`config.mk`:
```
export PLATFORM = sky130hd
export DESIGN_NAME = ccr_branch_unit
export DESIGN_NICKNAME = d
export VERILOG_FILES = /design/src/rtl/cpu_pkg.sv /design/src/rtl/flag_save_stack.sv /design/src/rtl/ccr_branch_unit.sv
export SDC_FILE = /design/constraint.sdc
export NUM_CORES = 1
export LEC_CHECK = 0
export ABC_AREA = 1
export CORE_MARGIN = 10
export CORE_UTILIZATION = 48
export CTS_CLUSTER_DIAMETER = 80
export DETAILED_ROUTE_END_ITERATION = 6
export HOLD_SLACK_MARGIN = 0.06
export MAX_ROUTING_LAYER = met4
export PLACE_DENSITY = 0.77
export REMOVE_ABC_BUFFERS = 1
export SYNTH_ARGS = -nofsm -noshare
export SYNTH_HDL_FRONTEND = slang
export SYNTH_SLANG_ARGS = --single-unit
```
`constraint.sdc`:
```
create_clock -name clk -period 1.8 [get_ports clk]
set_input_delay 0.36 -clock clk [delete_from_list [all_inputs] [get_ports clk]]
set_output_delay 0.36 -clock clk [all_outputs]
set_load 0.005 [all_outputs]
```
`src/rtl/cpu_pkg.sv`:
```
// Shared CPU definitions: flag bit positions, jump-condition encoding and the CCR layout.
// Pure types and constants; no state.
package cpu_pkg;

  localparam int FLAG_Z = 0;
  localparam int FLAG_N = 1;
  localparam int FLAG_C = 2;
  localparam int FLAG_V = 3;

  typedef enum logic [1:0] {
    JZ = 2'b00,
    JN = 2'b01,
    JC = 2'b10,
    JV = 2'b11
  } jcond_e;

  typedef struct packed {
    logic v;
    logic c;
    logic n;
    logic z;
  } ccr_t;

  function automatic logic [1:0] cond_flag_idx(input jcond_e cond);
    logic [1:0] idx;
    case (cond)
      JZ:      idx = 2'(FLAG_Z);
      JN:      idx = 2'(FLAG_N);
      JC:      idx = 2'(FLAG_C);
      default: idx = 2'(FLAG_V);
    endcase
    return idx;
  endfunction

endpackage

```
`src/rtl/flag_save_stack.sv`:
```
// LIFO of CCR snapshots for interrupt nesting; push/pop take effect on the next edge, pop data is
// combinational from the top entry. No backpressure: overflow/underflow are dropped and flagged sticky.
module flag_save_stack
  import cpu_pkg::*;
#(
  parameter int SAVE_DEPTH = 2,
  parameter int PTR_W      = 2
) (
  input  logic clk,
  input  logic rst,
  input  logic en_i,
  input  logic push_i,
  input  logic pop_i,
  input  ccr_t push_dat_i,
  output ccr_t pop_dat_o,
  output logic pop_ok_o,
  output logic full_o,
  output logic err_o
);

  typedef enum logic [1:0] {
    ST_EMPTY,
    ST_PARTIAL,
    ST_FULL
  } stk_state_e;

  stk_state_e       state_q, state_d;
  logic [PTR_W-1:0] ptr_q, ptr_d;
  logic             err_q, err_d;
  ccr_t             mem_q [SAVE_DEPTH];
  ccr_t             mem_d [SAVE_DEPTH];

  always_ff @(posedge clk or posedge rst) begin
    if (rst) begin
      state_q <= ST_EMPTY;
      ptr_q   <= '0;
      err_q   <= 1'b0;
      for (int i = 0; i < SAVE_DEPTH; i++) mem_q[i] <= '0;
    end else begin
      state_q <= state_d;
      ptr_q   <= ptr_d;
      err_q   <= err_d;
      mem_q   <= mem_d;
    end
  end

  always_comb begin
    ptr_d     = ptr_q;
    err_d     = err_q;
    mem_d     = mem_q;
    pop_ok_o  = 1'b0;
    pop_dat_o = '0;

    // Loops instead of direct indexing keep the pointer width independent of the array size.
    for (int i = 0; i < SAVE_DEPTH; i++) begin
      if (ptr_q == PTR_W'(i + 1)) pop_dat_o = mem_q[i];
    end

    if (en_i) begin
      if (pop_i) begin
        if (state_q != ST_EMPTY) begin
          pop_ok_o = 1'b1;
          ptr_d    = ptr_q - PTR_W'(1);
        end else begin
          err_d = 1'b1;
        end
      end else if (push_i) begin
        if (state_q != ST_FULL) begin
          for (int i = 0; i < SAVE_DEPTH; i++) begin
            if (ptr_q == PTR_W'(i)) mem_d[i] = push_dat_i;
          end
          ptr_d = ptr_q + PTR_W'(1);
        end else begin
          err_d = 1'b1;
        end
      end
    end

    if (ptr_d == '0)                      state_d = ST_EMPTY;
    else if (ptr_d == PTR_W'(SAVE_DEPTH)) state_d = ST_FULL;
    else                                  state_d = ST_PARTIAL;
  end

  assign full_o = (ptr_q == PTR_W'(SAVE_DEPTH));
  assign err_o  = err_q;

endmodule

```
`src/rtl/ccr_branch_unit.sv`:
```
// Condition-code register after the ALU: forwards fresh flags, resolves JZ/JN/JC/JV with zero
// latency, and saves/restores flags for interrupts. stall freezes all state; flush kills writes and jumps.
module ccr_branch_unit
  import cpu_pkg::*;
#(
  parameter int SAVE_DEPTH = 2,
  parameter int PTR_W      = 2
) (
  input  logic       clk,
  input  logic       rst,
  input  logic       stall,
  input  logic       flush,
  input  logic [3:0] flag_we,
  input  logic       alu_z,
  input  logic       alu_n,
  input  logic       alu_c,
  input  logic       alu_v,
  input  logic       jmp_valid,
  input  logic [1:0] jmp_cond,
  input  logic       int_save,
  input  logic       rti_restore,
  output logic [3:0] ccr,
  output logic       jmp_taken,
  output logic       save_full,
  output logic       save_err
);

  ccr_t       ccr_q, ccr_d;
  ccr_t       popped;
  logic       pop_ok;
  logic [3:0] alu_flags;
  logic [3:0] f_fwd;
  logic [3:0] upd;
  logic [1:0] cond_idx;

  assign alu_flags = {alu_v, alu_c, alu_n, alu_z};
  assign f_fwd     = flush ? ccr_q : ((flag_we & alu_flags) | (~flag_we & ccr_q));
  assign cond_idx  = cond_flag_idx(jcond_e'(jmp_cond));
  assign jmp_taken = jmp_valid & ~flush & f_fwd[cond_idx];

  always_comb begin
    upd = f_fwd;
    if (jmp_taken) upd[cond_idx] = 1'b0;
    // A restore overrides whatever the instruction in this stage wanted to write.
    ccr_d = pop_ok ? popped : ccr_t'(upd);
  end

  always_ff @(posedge clk or posedge rst) begin
    if (rst)         ccr_q <= '0;
    else if (!stall) ccr_q <= ccr_d;
  end

  flag_save_stack #(
    .SAVE_DEPTH(SAVE_DEPTH),
    .PTR_W     (PTR_W)
  ) u_save_stack (
    .clk       (clk),
    .rst       (rst),
    .en_i      (~stall),
    .push_i    (int_save),
    .pop_i     (rti_restore),
    .push_dat_i(ccr_t'(f_fwd)),
    .pop_dat_o (popped),
    .pop_ok_o  (pop_ok),
    .full_o    (save_full),
    .err_o     (save_err)
  );

  assign ccr = ccr_q;

endmodule

```
Word level (Yosys, flattened, before mapping)
Index checks and enable logic that the tools add are counted.
W data, S select, Z words.
{"block": "op_classes", "n_mux": 24, "n_addsub": 2, "n_eq_ne": 8, "multipliers": 0, "order_cmp": 2, "reduce_logical": 9, "div_mod_pow": 0, "shifts": 0, "n_bitwise": 11}
{"operator": "$mux W4", "n": 5}
{"operator": "$mux W2", "n": 7}
{"operator": "$and A4 B4 Y4", "n": 3}
{"operator": "$reduce_and A5 Y1", "n": 2}
{"operator": "$mux W1", "n": 9}
{"operator": "$not A4 Y4", "n": 2}
{"operator": "$eq A2 B2 Y1 const B", "n": 3}
{"operator": "$logic_not A2 Y1", "n": 3}
{"operator": "$ne A2 B2 Y1 const B", "n": 3}
{"operator": "$pmux W2 S3", "n": 1}
{"operator": "$eq A2 B1 Y1 const B", "n": 2}
{"operator": "$or A4 B4 Y4", "n": 1}
{"operator": "$reduce_and A4 Y1", "n": 1}
{"operator": "$reduce_bool A2 Y1", "n": 2}
{"operator": "$lt A2 B3 Y1 const B", "n": 1}
{"operator": "$not A1 Y1", "n": 3}
{"operator": "$add A2 B1 Y2 const B", "n": 1}
{"operator": "$and A1 B1 Y1", "n": 2}
{"operator": "$bmux W1 S2", "n": 1}
{"operator": "$demux W1 S2", "n": 1}
{"operator": "$ge A2 B1 Y1 const B", "n": 1}
{"operator": "$sub A2 B1 Y2 const B", "n": 1}
{"operator": "$logic_and A1 B1 Y1", "n": 1}
{"block": "totals", "regBits": 17, "latchBits": 0, "romBits": 0, "out_inout_bits": 7, "ram_bits": 0, "mem_count": 0, "input_bits": 17, "elab_cells": 71}

Logic depth before layout (Yosys ltp)
{"block": "logic_depth", "ltp_word": 10, "mapped_depth": 10, "depth_no_buf": 10}

Modules after synthesis
A second synthesis with hierarchy kept.
{"block": "unflattened", "hier_cells": 159, "hier_area_um2": 1087.3}
{"module": "flag_save_stack", "area_per_inst_um2": 641.9, "seq_area_each_um2": 300.3, "instances": 1, "cells_each": 81}
{"module": "ccr_branch_unit", "area_per_inst_um2": 445.4, "seq_area_each_um2": 100.1, "instances": 1, "cells_each": 78}

Worst setup path before layout
No wires, ideal clock.
{"block": "synth_path", "path_kind": "register -> register", "start": "register u_save_stack.state_q[0]", "end": "register ccr_q (netlist bit ccr[1])", "synth_period_minus_slack_ns": 1.247, "arrival_ns": 1.128, "setup_slack_ns": 0.553, "path_buffers": 0, "path_stages_with_launch": 8, "cell_sequence": "dfrtp_1 -> inv_1 -> ha_1 -> inv_1 -> nand3_1 -> a21oi_1 -> a21oi_1 -> nand2_1"}
{"block": "synth_between", "elab_chain_len": 5}
{"item": "start, declared", "line_no": "flag_save_stack.sv:27", "rtl": "stk_state_e state_q, state_d;"}
{"item": "start signal, assigned", "line_no": "flag_save_stack.sv:40", "rtl": "state_q <= state_d;"}
{"item": "$reduce_bool A2 Y1", "line_no": "flag_save_stack.sv:61", "rtl": "if (state_q != ST_EMPTY) begin"}
{"item": "$mux W1", "line_no": "flag_save_stack.sv:61"}
{"item": "$mux W1", "line_no": "flag_save_stack.sv:60", "rtl": "if (pop_i) begin"}
{"item": "$mux W1", "line_no": "flag_save_stack.sv:59", "rtl": "if (en_i) begin"}
{"item": "$mux W4", "line_no": "ccr_branch_unit.sv:45", "rtl": "ccr_d = pop_ok ? popped : ccr_t'(upd);"}
{"item": "end signal, assigned", "line_no": "ccr_branch_unit.sv:50", "rtl": "else if (!stall) ccr_q <= ccr_d;"}
{"item": "end, declared", "line_no": "ccr_branch_unit.sv:28", "rtl": "ccr_t ccr_q, ccr_d;"}
No other way between the ends.
A chain may end at the register's enable or synchronous reset.

Worst setup path in the final report
{"block": "layout_path", "start": "input flag_we[3]", "end": "output jmp_taken"}
{"block": "layout_between", "elab_chain_len": 7, "word_cells_on_any_way": 8, "cone_classes": "mux: 3; bitwise: 5"}
{"item": "start, declared", "line_no": "ccr_branch_unit.sv:13", "rtl": "input logic [3:0] flag_we,"}
{"item": "$not A4 Y4", "line_no": "ccr_branch_unit.sv:37", "rtl": "assign f_fwd = flush ? ccr_q : ((flag_we & alu_flags) | (~flag_we & ccr_q));"}
{"item": "$and A4 B4 Y4", "line_no": "ccr_branch_unit.sv:37"}
{"item": "$or A4 B4 Y4 (*)", "line_no": "ccr_branch_unit.sv:37"}
{"item": "$mux W4 (*)", "line_no": "ccr_branch_unit.sv:37"}
{"item": "$bmux W1 S2 (*)", "line_no": "ccr_branch_unit.sv:39", "rtl": "assign jmp_taken = jmp_valid & ~flush & f_fwd[cond_idx];"}
{"item": "$mux W1 (not written as such) (*)", "line_no": "ccr_branch_unit.sv:39"}
{"item": "$and A1 B1 Y1 (*)", "line_no": "ccr_branch_unit.sv:39"}
{"item": "end, declared", "line_no": "ccr_branch_unit.sv:23", "rtl": "output logic jmp_taken,"}
Every way passes the cells marked *; elsewhere a longest branch is shown, timed or not. The select of a mux whose other input is x is not followed.

==> impl_metrics.json <==
{
  "outcome": "complete, no violations",
  "peakVddDrop_uv": 711.3,
  "wl_per_cell_um": 12.91,
  "clk_pin_slew_ns": 0.09,
  "gp_congestion": 0.8609,
  "slowest_delay_ns": 0.48,
  "n_antenna_cell": 0,
  "dp.cells": 208,
  "arrival_ns": 1.39,
  "antenna_left": 0,
  "clk_path_buf_depth": 2,
  "yosysWarnings": 0,
  "postPlaceCellArea_mm2": 0.001366,
  "via_per_inst": 5.014,
  "fin_crit_sh_pct": 97.46,
  "antenna_found_initial": 0,
  "synthFlopType": "dfrtp_1",
  "tns_ns": 0,
  "hold_viol": 0,
  "powerDensity_mw_per_mm2": 973.8,
  "finalSetupViolCount": 0,
  "start_util_pct": 50.95,
  "fillers": 171,
  "grt_pass1_vias": 1060,
  "numCtsBuffers": 3,
  "r2r-end": "ccr[1]",
  "root_buffer": "clkbuf_4",
  "dpl.hpwl_mm": 2.256,
  "crit_type": "in -> out",
  "rr_startpoint": "u_save_stack.ptr_q[1]",
  "final_cells": 213,
  "critPathMaxFanout": 2,
  "coreArea_mm2": 0.001982,
  "dieArea_mm2": 0.004338,
  "syn_area_mm2": 0.001010,
  "cpMaxStageDelayCell": "clkdlybuf4s50_1",
  "drt_iter0_drc": 38,
  "layout.nets": 207,
  "row_count": 16,
  "synth_edf_count": 0,
  "ioPinCount": 24,
  "first_pass_iters": 4,
  "ctsHoldBuffers": 0,
  "ys_top_cells_by_area": "dfrtp_1 40%, nand2_1 15%, inv_1 8.6%",
  "fin_skew_ns": 0.001469,
  "critPathCaptureType": "output port",
  "drc": 0,
  "cpLargestDelayFamily": "buffers and inverters",
  "cp-start-kind": "input pin",
  "fp.dieW_um": 65.87,
  "clk_latency_ns": 0.29,
  "max_slew_margin_pct": 60.91,
  "clock_sinks": 16,
  "grt_first_pass_wirelength_mm": 4.636,
  "cts_tree": "done",
  "seq_area_frac_synth_pct": 39.65,
  "ys_types": 19,
  "grt_use_total_pct": 13.82,
  "required_ns": 1.44,
  "async_flop_share_pct": 100.0,
  "grt_max_degree": 17,
  "synth-seq-cells": 16,
  "fmax_ghz": 0.5701,
  "min_period_ns": 1.754,
  "overflow": 0,
  "syn_inst": 146,
  "via_count": 1068,
  "htreeDepth": 1,
  "synth_top_area_share_pct": 39.65,
  "drive_above_1_share_pct": 17.74,
  "regArea_um2": 401.6,
  "path_buf_inv": 2,
  "drv_slew": 0,
  "r2r_setup_slack_ns": 0.42,
  "leakagePower_uw": 0.0007238,
  "path_cells": "clkdlybuf4s50_1 -> nand3_1 -> nand3_1 -> nand2_2 -> o21a_1 -> buf_2",
  "fin_area_mm2": 0.001418,
  "avgSynthCellArea_um2": 6.916,
  "tightest_slew_ns": 0.5856,
  "wl_mm": 2.749,
  "areaGrowthSynthToFinish_pct": 40.40,
  "io_buffers": 23,
  "cpMostUsedCell": "nand3_1",
  "power.total_uw": 1380,
  "min_path_type": "in -> async",
  "multi_input_area_um2": 529.3,
  "max_cap_viol_count": 0,
  "worstRegToRegCells": 7,
  "yosys.area.top_type": "dfrtp_1",
  "die_y_um": 65.87
}
worst max-delay path by stage:
stage	endpoint	startpoint	depth (start not counted)
3_3_place_gp	jmp_taken	flush	8
3_5_place_dp	jmp_taken	flush	8
6_report	jmp_taken	flag_we[3]	6
5_1_grt	jmp_taken	flag_we[3]	6
4_1_cts	jmp_taken	alu_c	6
2_1_floorplan	ccr[1]	u_save_stack.state_q[0]	7
cell usage in the layout, fill, tap and decap left out:
cell             count
o21ai_2              1
nor2_4               1
nand2_1             39
ha_1                 2
nor2_2               2
buf_4               14
a21oi_1             12
buf_2                1
dlymetal6s2s_1       1
o21a_1               1
inv_1               22
inv_2                2
nand2_2              2
nor2_1              12
clkbuf_4             3
dfrtp_1             15
ha_2                 1
nand3_1             14
clkdlybuf4s50_1     16
o21bai_1             1
nand3_2              4
dfrtp_2              1
dlygate4sd2_1        5
o21ai_0             11
clkbuf_8             1
nor3_1               1
nand3b_1             1
registers in the layout (all words and copies together), names as in the netlist:
| name | flops |
|---|---|
| u_save_stack.mem_q | 8 |
| ccr | 4 |
| u_save_stack.state_q | 2 |
| u_save_stack.err_o | 1 |
| u_save_stack.ptr_q | 1 |
cells in the mapped netlist, types with 2 or more instances:
master and number:
dfrtp_1 16, a21oi_1 12, nor2_1 12, inv_1 23
ha_1 3, o21ai_0 11, nand2_1 40, nand3_2 2
nand3_1 16, nor2_2 2
worst reg2reg max path: cells and delay by family (launching register included):
kind	cells	cell delay, ns
simple gates	2	0.17
buf+inv	2	0.26
fa+ha+maj	1	0.20
compound gates	2	0.25
flops	1	0.46
metrics by stage:
stage / worst slack, ns / util [%] / hold WS [ns]
6_report: 0.04578 / 71.53 / 0.4168
4_1_cts: 0.04038 / 70.77 / 0.4312
3_5_place_dp: -0.4289 / 68.94 / 0.4613
3_3_place_gp: -0.3964 / 68.94 / 0.4645
5_1_grt: -0.002317 / 71.53 / 0.4523
2_1_floorplan: 0.5528 / - / 0.2737
cells by family (layout without fill, tap and decap cells):
kind of cell,count (synthesis),after routing,synth area share [%]
adder cells (fa/ha/maj),3,3,3.718
AO/OA/AOI/OAI,26,26,13.76
AND/OR/NAND/NOR,76,76,33.46
buffers and inverters,25,65,9.416
flip-flops,16,16,39.65
area by class of cell:
type	instances	area share (%)
repair buffers	37	23.04
flip-flops and latches	16	28.33
clock buffers	4	2.560
inverters	24	6.355
multi-input cells	105	37.33
well taps	27	2.383
layer usage:
layer	GRT usage [%]	vias up	routed length (um)
met3	3.898	7	138
met1	15.05	487	1146
met5	-	-	0
met4	4.813	0	51
li1	-	546	-
met2	23.43	28	1412
what timing repair did:
item / in CTS / in global routing
resized for setup: 12 / 4
hold endpoints to repair: 0 / 0
buffers inserted: 1 / 0
setup endpoints to repair: 2 / 1
pin swaps: 4 / 1
report_power, final:
part           switching (uW)  internal, uW
clock network             118           123
logic                     305           260
registers                87.0           487
No activity file was read; power rests on OpenSTA's default activity.
